===== src/rtl/hazard_stall_controller_if.sv =====
// Hazard/stall controller bus: ID/EX hazard inputs, mult/div handshake
// and the pipeline-register control outputs.
// master: the pipeline side that drives the hazard inputs.
// slave:  the controller.
interface hazard_stall_controller_if;
  logic       ID_EX_MemRead_i;
  logic [4:0] ID_EX_RT_i;
  logic [4:0] IF_ID_RS_i;
  logic [4:0] IF_ID_RT_i;
  logic       IF_ID_UsesRT_i;
  logic       Branch_taken_i;
  logic       ID_MD_start_i;
  logic       ID_MD_read_i;
  logic       MD_start_o;
  logic       MD_busy_o;
  logic       PC_Write_o;
  logic       IF_ID_Write_o;
  logic       ID_EX_Flush_o;
  logic       IF_ID_Flush_o;

  modport master (
    output ID_EX_MemRead_i, ID_EX_RT_i, IF_ID_RS_i, IF_ID_RT_i,
           IF_ID_UsesRT_i, Branch_taken_i, ID_MD_start_i, ID_MD_read_i,
    input  MD_start_o, MD_busy_o, PC_Write_o, IF_ID_Write_o,
           ID_EX_Flush_o, IF_ID_Flush_o
  );

  modport slave (
    input  ID_EX_MemRead_i, ID_EX_RT_i, IF_ID_RS_i, IF_ID_RT_i,
           IF_ID_UsesRT_i, Branch_taken_i, ID_MD_start_i, ID_MD_read_i,
    output MD_start_o, MD_busy_o, PC_Write_o, IF_ID_Write_o,
           ID_EX_Flush_o, IF_ID_Flush_o
  );
endinterface


===== src/rtl/hazard_stall_controller.sv =====
// Hazard/stall controller: load-use detection, mult/div issue and busy
// tracking, stall vs. taken-branch flush arbitration.
// Optional macro STALL_PERF_EN adds a saturating 32-bit stall-cycle
// counter on output Stall_cycles_o.
module hazard_stall_controller #(
  parameter int MD_LATENCY = 8,
  parameter int CNT_W      = 4
) (
  input  logic                     clk_i,
  input  logic                     rst_i,
  hazard_stall_controller_if.slave bus
`ifdef STALL_PERF_EN
  ,
  output logic [31:0]              Stall_cycles_o
`endif
);

  localparam logic [CNT_W-1:0] LAT_M1 = CNT_W'(MD_LATENCY - 1);

  typedef enum logic {IDLE, RUN} state_t;

  state_t           state_q;
  logic [CNT_W-1:0] cnt_q;
  logic             busy_q;

  logic load_use;
  logic md_hazard;
  logic stall;
  logic md_issue;

  // Hazard detection: load result not forwardable in time, or HI/LO busy
  always_comb begin
    load_use  = bus.ID_EX_MemRead_i && (bus.ID_EX_RT_i != 5'd0) &&
                ((bus.ID_EX_RT_i == bus.IF_ID_RS_i) ||
                 (bus.IF_ID_UsesRT_i && (bus.ID_EX_RT_i == bus.IF_ID_RT_i)));
    md_hazard = (state_q == RUN) && (bus.ID_MD_start_i || bus.ID_MD_read_i);
    stall     = load_use || md_hazard;
    // A mult held back by load-use retries on the following cycle
    md_issue  = (state_q == IDLE) && bus.ID_MD_start_i && !load_use;
  end

  // Pipeline controls; stall wins over branch flush so the branch re-resolves
  always_comb begin
    bus.PC_Write_o    = 1'b1;
    bus.IF_ID_Write_o = 1'b1;
    bus.ID_EX_Flush_o = 1'b0;
    bus.IF_ID_Flush_o = 1'b0;
    bus.MD_start_o    = 1'b0;
    if (!rst_i) begin
      if (stall) begin
        bus.PC_Write_o    = 1'b0;
        bus.IF_ID_Write_o = 1'b0;
        bus.ID_EX_Flush_o = 1'b1;
      end else begin
        bus.IF_ID_Flush_o = bus.Branch_taken_i;
      end
      bus.MD_start_o = md_issue;
    end
  end

  assign bus.MD_busy_o = busy_q;

  // Mult/div busy-window FSM: counter runs MD_LATENCY-1 down to 0 in RUN
  always_ff @(posedge clk_i) begin
    if (rst_i) begin
      state_q <= IDLE;
      cnt_q   <= '0;
      busy_q  <= 1'b0;
    end else begin
      case (state_q)
        IDLE: begin
          if (md_issue) begin
            state_q <= RUN;
            cnt_q   <= LAT_M1;
            busy_q  <= 1'b1;
          end
        end
        RUN: begin
          if (cnt_q == '0) begin
            state_q <= IDLE;
            busy_q  <= 1'b0;
          end else begin
            cnt_q <= cnt_q - 1'b1;
          end
        end
        default: begin
          state_q <= IDLE;
          cnt_q   <= '0;
          busy_q  <= 1'b0;
        end
      endcase
    end
  end

`ifdef STALL_PERF_EN
  logic [31:0] stall_cnt_q;
  logic [31:0] stall_cnt_d;

  // Next stall count: saturates instead of wrapping
  always_comb begin
    stall_cnt_d = stall_cnt_q;
    if (!bus.PC_Write_o && (stall_cnt_q != 32'hFFFF_FFFF))
      stall_cnt_d = stall_cnt_q + 32'd1;
  end

  // Stall-cycle counter register
  always_ff @(posedge clk_i) begin
    if (rst_i) stall_cnt_q <= '0;
    else       stall_cnt_q <= stall_cnt_d;
  end

  assign Stall_cycles_o = stall_cnt_q;
`endif

endmodule


===== src/flat_wrapper.sv =====
// flat-port wrapper written by rule: the top's interface ports become plain ports
module hazard_stall_controller_flat 
#(
  parameter int MD_LATENCY = 8,
  parameter int CNT_W      = 4
)
  (clk_i, rst_i, bus_ID_EX_MemRead_i, bus_ID_EX_RT_i, bus_IF_ID_RS_i, bus_IF_ID_RT_i, bus_IF_ID_UsesRT_i, bus_Branch_taken_i, bus_ID_MD_start_i, bus_ID_MD_read_i, bus_MD_start_o, bus_MD_busy_o, bus_PC_Write_o, bus_IF_ID_Write_o, bus_ID_EX_Flush_o, bus_IF_ID_Flush_o);
  hazard_stall_controller_if bus_i ();
  input  logic clk_i;
  input  logic rst_i;
  input wire logic [$bits(bus_i.ID_EX_MemRead_i)-1:0] bus_ID_EX_MemRead_i;
  input wire logic [$bits(bus_i.ID_EX_RT_i)-1:0] bus_ID_EX_RT_i;
  input wire logic [$bits(bus_i.IF_ID_RS_i)-1:0] bus_IF_ID_RS_i;
  input wire logic [$bits(bus_i.IF_ID_RT_i)-1:0] bus_IF_ID_RT_i;
  input wire logic [$bits(bus_i.IF_ID_UsesRT_i)-1:0] bus_IF_ID_UsesRT_i;
  input wire logic [$bits(bus_i.Branch_taken_i)-1:0] bus_Branch_taken_i;
  input wire logic [$bits(bus_i.ID_MD_start_i)-1:0] bus_ID_MD_start_i;
  input wire logic [$bits(bus_i.ID_MD_read_i)-1:0] bus_ID_MD_read_i;
  output wire logic [$bits(bus_i.MD_start_o)-1:0] bus_MD_start_o;
  output wire logic [$bits(bus_i.MD_busy_o)-1:0] bus_MD_busy_o;
  output wire logic [$bits(bus_i.PC_Write_o)-1:0] bus_PC_Write_o;
  output wire logic [$bits(bus_i.IF_ID_Write_o)-1:0] bus_IF_ID_Write_o;
  output wire logic [$bits(bus_i.ID_EX_Flush_o)-1:0] bus_ID_EX_Flush_o;
  output wire logic [$bits(bus_i.IF_ID_Flush_o)-1:0] bus_IF_ID_Flush_o;
  assign bus_i.ID_EX_MemRead_i = bus_ID_EX_MemRead_i;
  assign bus_i.ID_EX_RT_i = bus_ID_EX_RT_i;
  assign bus_i.IF_ID_RS_i = bus_IF_ID_RS_i;
  assign bus_i.IF_ID_RT_i = bus_IF_ID_RT_i;
  assign bus_i.IF_ID_UsesRT_i = bus_IF_ID_UsesRT_i;
  assign bus_i.Branch_taken_i = bus_Branch_taken_i;
  assign bus_i.ID_MD_start_i = bus_ID_MD_start_i;
  assign bus_i.ID_MD_read_i = bus_ID_MD_read_i;
  assign bus_MD_start_o = bus_i.MD_start_o;
  assign bus_MD_busy_o = bus_i.MD_busy_o;
  assign bus_PC_Write_o = bus_i.PC_Write_o;
  assign bus_IF_ID_Write_o = bus_i.IF_ID_Write_o;
  assign bus_ID_EX_Flush_o = bus_i.ID_EX_Flush_o;
  assign bus_IF_ID_Flush_o = bus_i.IF_ID_Flush_o;
  hazard_stall_controller #(.MD_LATENCY(MD_LATENCY), .CNT_W(CNT_W)) u_core (.clk_i(clk_i), .rst_i(rst_i), .bus(bus_i));
endmodule

===== config.mk =====
export PLATFORM = sky130hd
export DESIGN_NAME = hazard_stall_controller_flat
export DESIGN_NICKNAME = d
export VERILOG_FILES = /design/src/rtl/hazard_stall_controller_if.sv /design/src/rtl/hazard_stall_controller.sv /design/src/flat_wrapper.sv
export SDC_FILE = /design/constraint.sdc
export NUM_CORES = 1
export LEC_CHECK = 0
export CORE_AREA = 2 2 39 41
export DETAILED_ROUTE_END_ITERATION = 10
export DIE_AREA = 0 0 41 43
export PLACE_DENSITY = 0.88
export SYNTH_ARGS = -nofsm -noshare
export SYNTH_HDL_FRONTEND = slang
export SYNTH_SLANG_ARGS = --single-unit

===== constraint.sdc =====
create_clock -name clk_i -period 3.1 [get_ports clk_i]
set_input_delay 0.465 -clock clk_i [delete_from_list [all_inputs] [get_ports clk_i]]
set_output_delay 0.465 -clock clk_i [all_outputs]
set_load 0.01 [all_outputs]

==> results.toml, run 1 <==
[job]
drv_cap = 0

[place]
io_buffers = 27
place_congestion = 0.6975
dp.cells = 101
place_hpwl_um = 1128
dp_slack_ns = 0.02233

[clock_network]
cts_root_buf = "clkbuf_4"
cts_setup_buffers = 0
cts_hold_buf = 0
numClockSinks = 6
cts_made_buffers = 3
clkTransAtPathRegs_ns = 0.04
cts_buffer_depth = 2
clock_latency_ns = 0.25
cts_max_level = 1
cts_tree = "built"
cts_resized = 0

[global_routing]
grt_pass1_wl_um = 2311
antenna_found_initial = 0
grt_pass1_vias = 591
grt-ovfl-total = 0
track_usage = 0.1970
grt_max_degree = 11

[layout]
antenna_cells = 0
stdcell_count = 104
synthToLayoutAreaGrowth_pct = 67.53
final_nets = 114
layout-drive-gt1-share = 0.1250

[worst_setup_path]
slowest_delay_ns = 0.48
rr_worst_depth = 7
path_cells = "clkdlybuf4s50_1 > xor2_1 > nor4_2 > a32oi_1 > or2_1 > a21o_1 > clkdlybuf4s50_1"
critPathTopFamily = "buffers and inverters"
required_ns = 2.63
crit_path_start_kind = "input pin"
cp_max_fo = 3
worstReg2RegEnd = "u_core.cnt_q[3]$_SDFFE_PP0P_"
r2r_setup_slack_ns = 1.42
cp-end-kind = "output port"
crit_slowest_cell = "clkdlybuf4s50_1"
crit_cells = 7
path_common_cell = "clkdlybuf4s50_1"
crit_type = "input pin to output port"
arrival_ns = 2.54
cp.buffers_inverters = 2
r2r-start = "u_core.cnt_q[0]$_SDFFE_PP0P_"

[timing]
hold_viol = 0
setup_violations = 0
finalCriticalPeriod_ns = 3.006
skew_ns = 0.002214
hold_ws_ns = 0.4634
fin_crit_sh = 0.9698
setup_tns_ns = 0
fin_ws_ns = 0.09351
relSlewSlack = 0.7250
drv_slew = 0
worst_slew_pin_slew_ns = 0.4112
fmax_mhz = 332.6
rsz0062_at_grt = "false"

[synth]
synth_area_leader_cell = "dfxtp_1"
yosys.area.top_type_share = 0.2494
synthXorXnorAreaFrac = 0.1818
synth_area_leaders = "dfxtp_1 (25%), xor2_1 (16%), a21oi_1 (6.2%), ha_1 (5.2%), nor3_1 (5.2%)"
ys_seq_area_frac = 0.2494
synth.avg_cell_area_um2 = 8.305
syn_inst = 58
synth_flop_cell = "dfxtp_1"
synthArstFlopShare = 0
synth_edf_count = 0
yosysMostFrequentCell = "xor2_1"
synth_top_family_by_area = "compound AO/OA/AOI/OAI gates"
post_synth_and_or_nand_nor_area_fraction = 0.2312
synth_compound_area_frac = 0.2468
synth_area_um2 = 481.7
synth_fa_ha_area_frac = 0.05195
ys_seq_elements = 6
synth_nets = 82
synthTopCellsByCount = "xor2_1 (9), a21oi_1 (6), dfxtp_1 (6), nor3_1 (5), nand2_1 (4)"
yosys_warnings = 0
muxShareOfSynthArea = 0
synth_cell_types = 27

[worst_hold_path]
whs_path_depth = 2
min_from = "u_core.bus.MD_busy_o$_SDFFE_PP0P_"
hp-class = "register to register"
whs_endpoint = "u_core.bus.MD_busy_o$_SDFFE_PP0P_"

[detailed_routing]
ant_nets = 0
drt_iter0_drc = 6
wl_um = 1323
viasPerCell = 5.308
wl_per_cell_um = 12.72
drc_errors = 0
num_vias = 552
first_pass_iters = 4

[floorplan]
num_io_pins = 28
die-area_um2 = 1763
core_area_um2 = 1384
initial_core_util = 0.3481
rows = 14
fp.dieW_um = 41
die_h_um = 43

[power_and_ir_drop]
leakage_nw = 0.3279
p_per_area_nw_per_um2 = 346.3
total_power_w = 0.0002794
vdd_drop_max_mv = 0.1923

[status]
status = "completed"
-- worst max-delay path by stage --
stage | start | end | slack (ns)
final | bus_ID_EX_RT_i[4] | bus_IF_ID_Write_o | 0.09
after global routing | bus_ID_EX_RT_i[4] | bus_IF_ID_Write_o | 0.008
after CTS | bus_ID_EX_RT_i[4] | bus_ID_EX_Flush_o | 0.01
after detailed placement | bus_ID_EX_RT_i[4] | bus_ID_EX_Flush_o | 0.02
after global placement | bus_ID_EX_RT_i[4] | bus_ID_EX_Flush_o | 0.14
after floorplan | bus_ID_EX_RT_i[4] | bus_PC_Write_o | 1.01
-- routing by layer --
metal | share of wire | vias up | GRT usage
met2 | 0.51 | 33 | 0.3125
met4 | 0.036 | 0 | 0.1800
met1 | 0.37 | 242 | 0.1903
met3 | 0.082 | 5 | 0.05236
met5 | 0 | - | 0
li1 | - | 272 | -
-- worst register-to-register path: stages, from the launching register on --
cell	delay, ns
dfxtp_1	0.37
inv_1	0.09
ha_1	0.19
nor3b_1	0.16
nand2b_1	0.18
o41ai_1	0.27
o311a_1	0.24
nor3_2	0.05
-- area by class of cell --
type,count,area [um^2]
multi-input combinational,48,349.1
timing repair buffer,29,287.8
fill,119,576.8
sequential,6,120.1
inverter,2,7.507
tap,16,20.02
clock buffer,3,22.52
-- logic make-up (layout without fill, tap and decap cells) --
kind of cell / Yosys count / after routing
simple gates: 20 / 20
flops: 6 / 6
compound gates: 16 / 16
fa+ha+maj: 2 / 2
buf+inv: 4 / 34
xor+xnor: 10 / 10
-- state kept, by name (all words and copies together), names as in the netlist --
signal / count
u_core.cnt_q: 4
u_core.state_q: 1
u_core.bus.MD_busy_o: 1
-- where the power goes --
part | leakage, nW | switching [W] | internal (W) | total (W)
clock | 0.0138 | 0.0000315 | 0.0000440 | 0.0000755
sequential | 0.0499 | 0.00000923 | 0.0000867 | 0.0000959
combinational | 0.264 | 0.0000469 | 0.0000611 | 0.000108
total | 0.328 | 0.0000876 | 0.000192 | 0.000279
-- placed cells by master, fill, tap and decap left out --
master / netlist / routed
a31oi_1: 1 / 1
xor2_1: 9 / 9
nor3b_1: 1 / 1
dlymetal6s2s_1: 0 / 1
o21ai_0: 1 / 1
nor2_1: 3 / 3
nand2_1: 4 / 4
o21ai_2: 1 / 1
a32oi_1: 1 / 1
ha_1: 2 / 2
nand2b_1: 2 / 2
buf_4: 1 / 2
xnor2_1: 1 / 1
o21bai_2: 1 / 1
a221oi_2: 1 / 1
nor2b_1: 1 / 1
o41ai_1: 1 / 1
clkbuf_4: 0 / 3
or4_4: 1 / 1
dfxtp_1: 6 / 6
a21oi_1: 6 / 6
inv_1: 2 / 2
nor4_2: 0 / 1
a21o_1: 2 / 2
clkdlybuf4s50_1: 0 / 26
o311a_1: 1 / 1
nor3_2: 1 / 1
nor3_1: 5 / 5
or2_1: 1 / 1
-- through the flow --
step	util	area [um^2]
after floorplan	-	481.7
after detailed placement	0.5606	775.7
after global routing	0.5832	807.0
after global placement	0.5606	775.7
after CTS	0.5769	798.3
final	0.5832	807.0
Note: power is estimated with default switching activity, not from simulation.
==> inputs of run 2 (changes only) <==
- GPL_ROUTABILITY_DRIVEN: not set -> 0
==> results of run 2 <==
No change in the layout: final DEF, timing and power equal those of run 1.
==> inputs of run 3 (changes only) <==
- CTS_BUF_LIST: not set -> sky130_fd_sc_hd__clkbuf_8
==> run 3 against run 2 <==
Net effect:
- register-to-register slack worse by 0.05 ns
- first-iteration DRC count is 33% lower
- critical endpoint unchanged
- largest power group is now clock
- highest routed layer unchanged
- sequential power is 0.5% higher
- clock power is 62% higher
- power is 18% higher
- largest cell class unchanged
==> results.toml, run 3 (synthesized netlist as in run 1, its figures left out) <==
[status]
status = "completed"

[floorplan]
fp.dieW_um = 41
core_area_um2 = 1384
die_h_um = 43
rows = 14
initial_core_util = 0.3481
die-area_um2 = 1763
num_io_pins = 28

[layout]
final_nets = 114
synthToLayoutAreaGrowth_pct = 71.43
regMostFlops = "u_core.cnt_q"
largest_reg_flops = 4
layout-drive-gt1-share = 0.1250
layout_common_cells = "clkdlybuf4s50_1 (26), xor2_1 (9), a21oi_1 (6), dfxtp_1 (6), nor3_1 (5)"
antenna_cells = 0
final_common_cell = "clkdlybuf4s50_1"

[detailed_routing]
viasPerCell = 5.394
wl_um = 1439
first_pass_iters = 4
num_vias = 561
drt_iter0_drc = 4
wl_per_cell_um = 13.84
drc_errors = 0
ant_nets = 0

[clock_network]
cts_tree = "built"
cts_max_level = 1
cts_hold_buf = 0
clock_latency_ns = 0.23
cts_root_buf = "clkbuf_8"
clkTransAtPathRegs_ns = 0.04
cts_made_buffers = 3
numClockSinks = 6
cts_buffer_depth = 2

[worst_hold_path]
hp-class = "register to register"

[worst_setup_path]
crit_end = "bus_IF_ID_Write_o"
cp-end-kind = "output port"
r2r-start = "u_core.cnt_q[0]$_SDFFE_PP0P_"
rr_worst_depth = 7
required_ns = 2.63
r2r_setup_slack_ns = 1.37
cp_max_fo = 3
crit_path_start_kind = "input pin"
crit_type = "input pin to output port"
crit_start = "bus_ID_EX_RT_i[4]"
worstReg2RegEnd = "u_core.cnt_q[3]$_SDFFE_PP0P_"
arrival_ns = 2.55

[place]
dp_slack_ns = 0.02233
io_buffers = 27
place_hpwl_um = 1128

[timing]
hold_viol = 0
fmax_mhz = 331.6
setup_tns_ns = 0
setup_violations = 0
finalCriticalPeriod_ns = 3.016
rsz0062_at_grt = "false"
relSlewSlack = 0.7234
skew_ns = 0.002853
fin_crit_sh = 0.9728
worst_slew_pin_slew_ns = 0.4136
drv_slew = 0
fin_ws_ns = 0.08445

[power_and_ir_drop]
p_per_area_nw_per_um2 = 398.3
leakage_nw = 0.3356
total_power_w = 0.0003290
vdd_drop_max_mv = 0.2239

[global_routing]
grt-ovfl-total = 0
grt_pass1_vias = 602
antenna_found_initial = 0
track_usage = 0.2030
grt_pass1_wl_um = 2387
grt_max_degree = 11

[job]
drv_cap = 0
-- run 3: final cells by class --
type,instances,area (um^2)
clock buffer,3,41.29
tap,16,20.02
multi-input combinational,48,349.1
inverter,2,7.507
timing repair buffer,29,287.8
sequential,6,120.1
fill,115,558.0
-- run 3: critical path, stage by stage --
cell and delay (ns):
clkdlybuf4s50_1 0.47, xor2_1 0.20, nor4_2 0.30, a32oi_1 0.19
or2_1 0.27, a21o_1 0.17, clkdlybuf4s50_1 0.48
-- run 3: worst min-delay path by stage --
| stage | from | endpoint | slack (ns) | cells past startpoint |
|---|---|---|---|---|
| after detailed placement | u_core.bus.MD_busy_o$_SDFFE_PP0P_ | u_core.bus.MD_busy_o$_SDFFE_PP0P_ | 0.46 | 2 |
| final | u_core.bus.MD_busy_o$_SDFFE_PP0P_ | u_core.bus.MD_busy_o$_SDFFE_PP0P_ | 0.46 | 2 |
| after CTS | u_core.bus.MD_busy_o$_SDFFE_PP0P_ | u_core.bus.MD_busy_o$_SDFFE_PP0P_ | 0.46 | 2 |
| after global routing | u_core.bus.MD_busy_o$_SDFFE_PP0P_ | u_core.bus.MD_busy_o$_SDFFE_PP0P_ | 0.51 | 2 |
| after floorplan | u_core.bus.MD_busy_o$_SDFFE_PP0P_ | u_core.bus.MD_busy_o$_SDFFE_PP0P_ | 0.48 | 2 |
| after global placement | u_core.bus.MD_busy_o$_SDFFE_PP0P_ | u_core.bus.MD_busy_o$_SDFFE_PP0P_ | 0.44 | 2 |
-- run 3: per-layer routing --
layer,share of wire,track usage
met3,0.081,0.05236
met1,0.34,0.1903
met5,0,0
met2,0.53,0.3313
met4,0.045,0.1800
-- run 3: what timing repair did --
action | in CTS | in global routing
gates resized for setup | 0 | 2
setup buffers | 0 | 0
setup endpoints to repair | 0 | 3
-- run 3: through the flow --
step           cell area, um^2    util  std cells  hold WS [ns]
5_1_grt                  825.8  0.5967        104        0.5145
3_5_place_dp             775.7  0.5606        101        0.4571
3_3_place_gp             775.7  0.5606        101        0.4445
6_report                 825.8  0.5967        104        0.4626
4_1_cts                  817.0  0.5904        104        0.4620
2_1_floorplan            481.7       -         58        0.4805
-- run 3: where the power goes --
part | leakage [nW] | internal (W) | switching, W
combinational | 0.264 | 0.0000611 | 0.0000491
clock | 0.0216 | 0.0000838 | 0.0000385
sequential | 0.0499 | 0.0000869 | 0.00000954
total | 0.336 | 0.000232 | 0.0000971
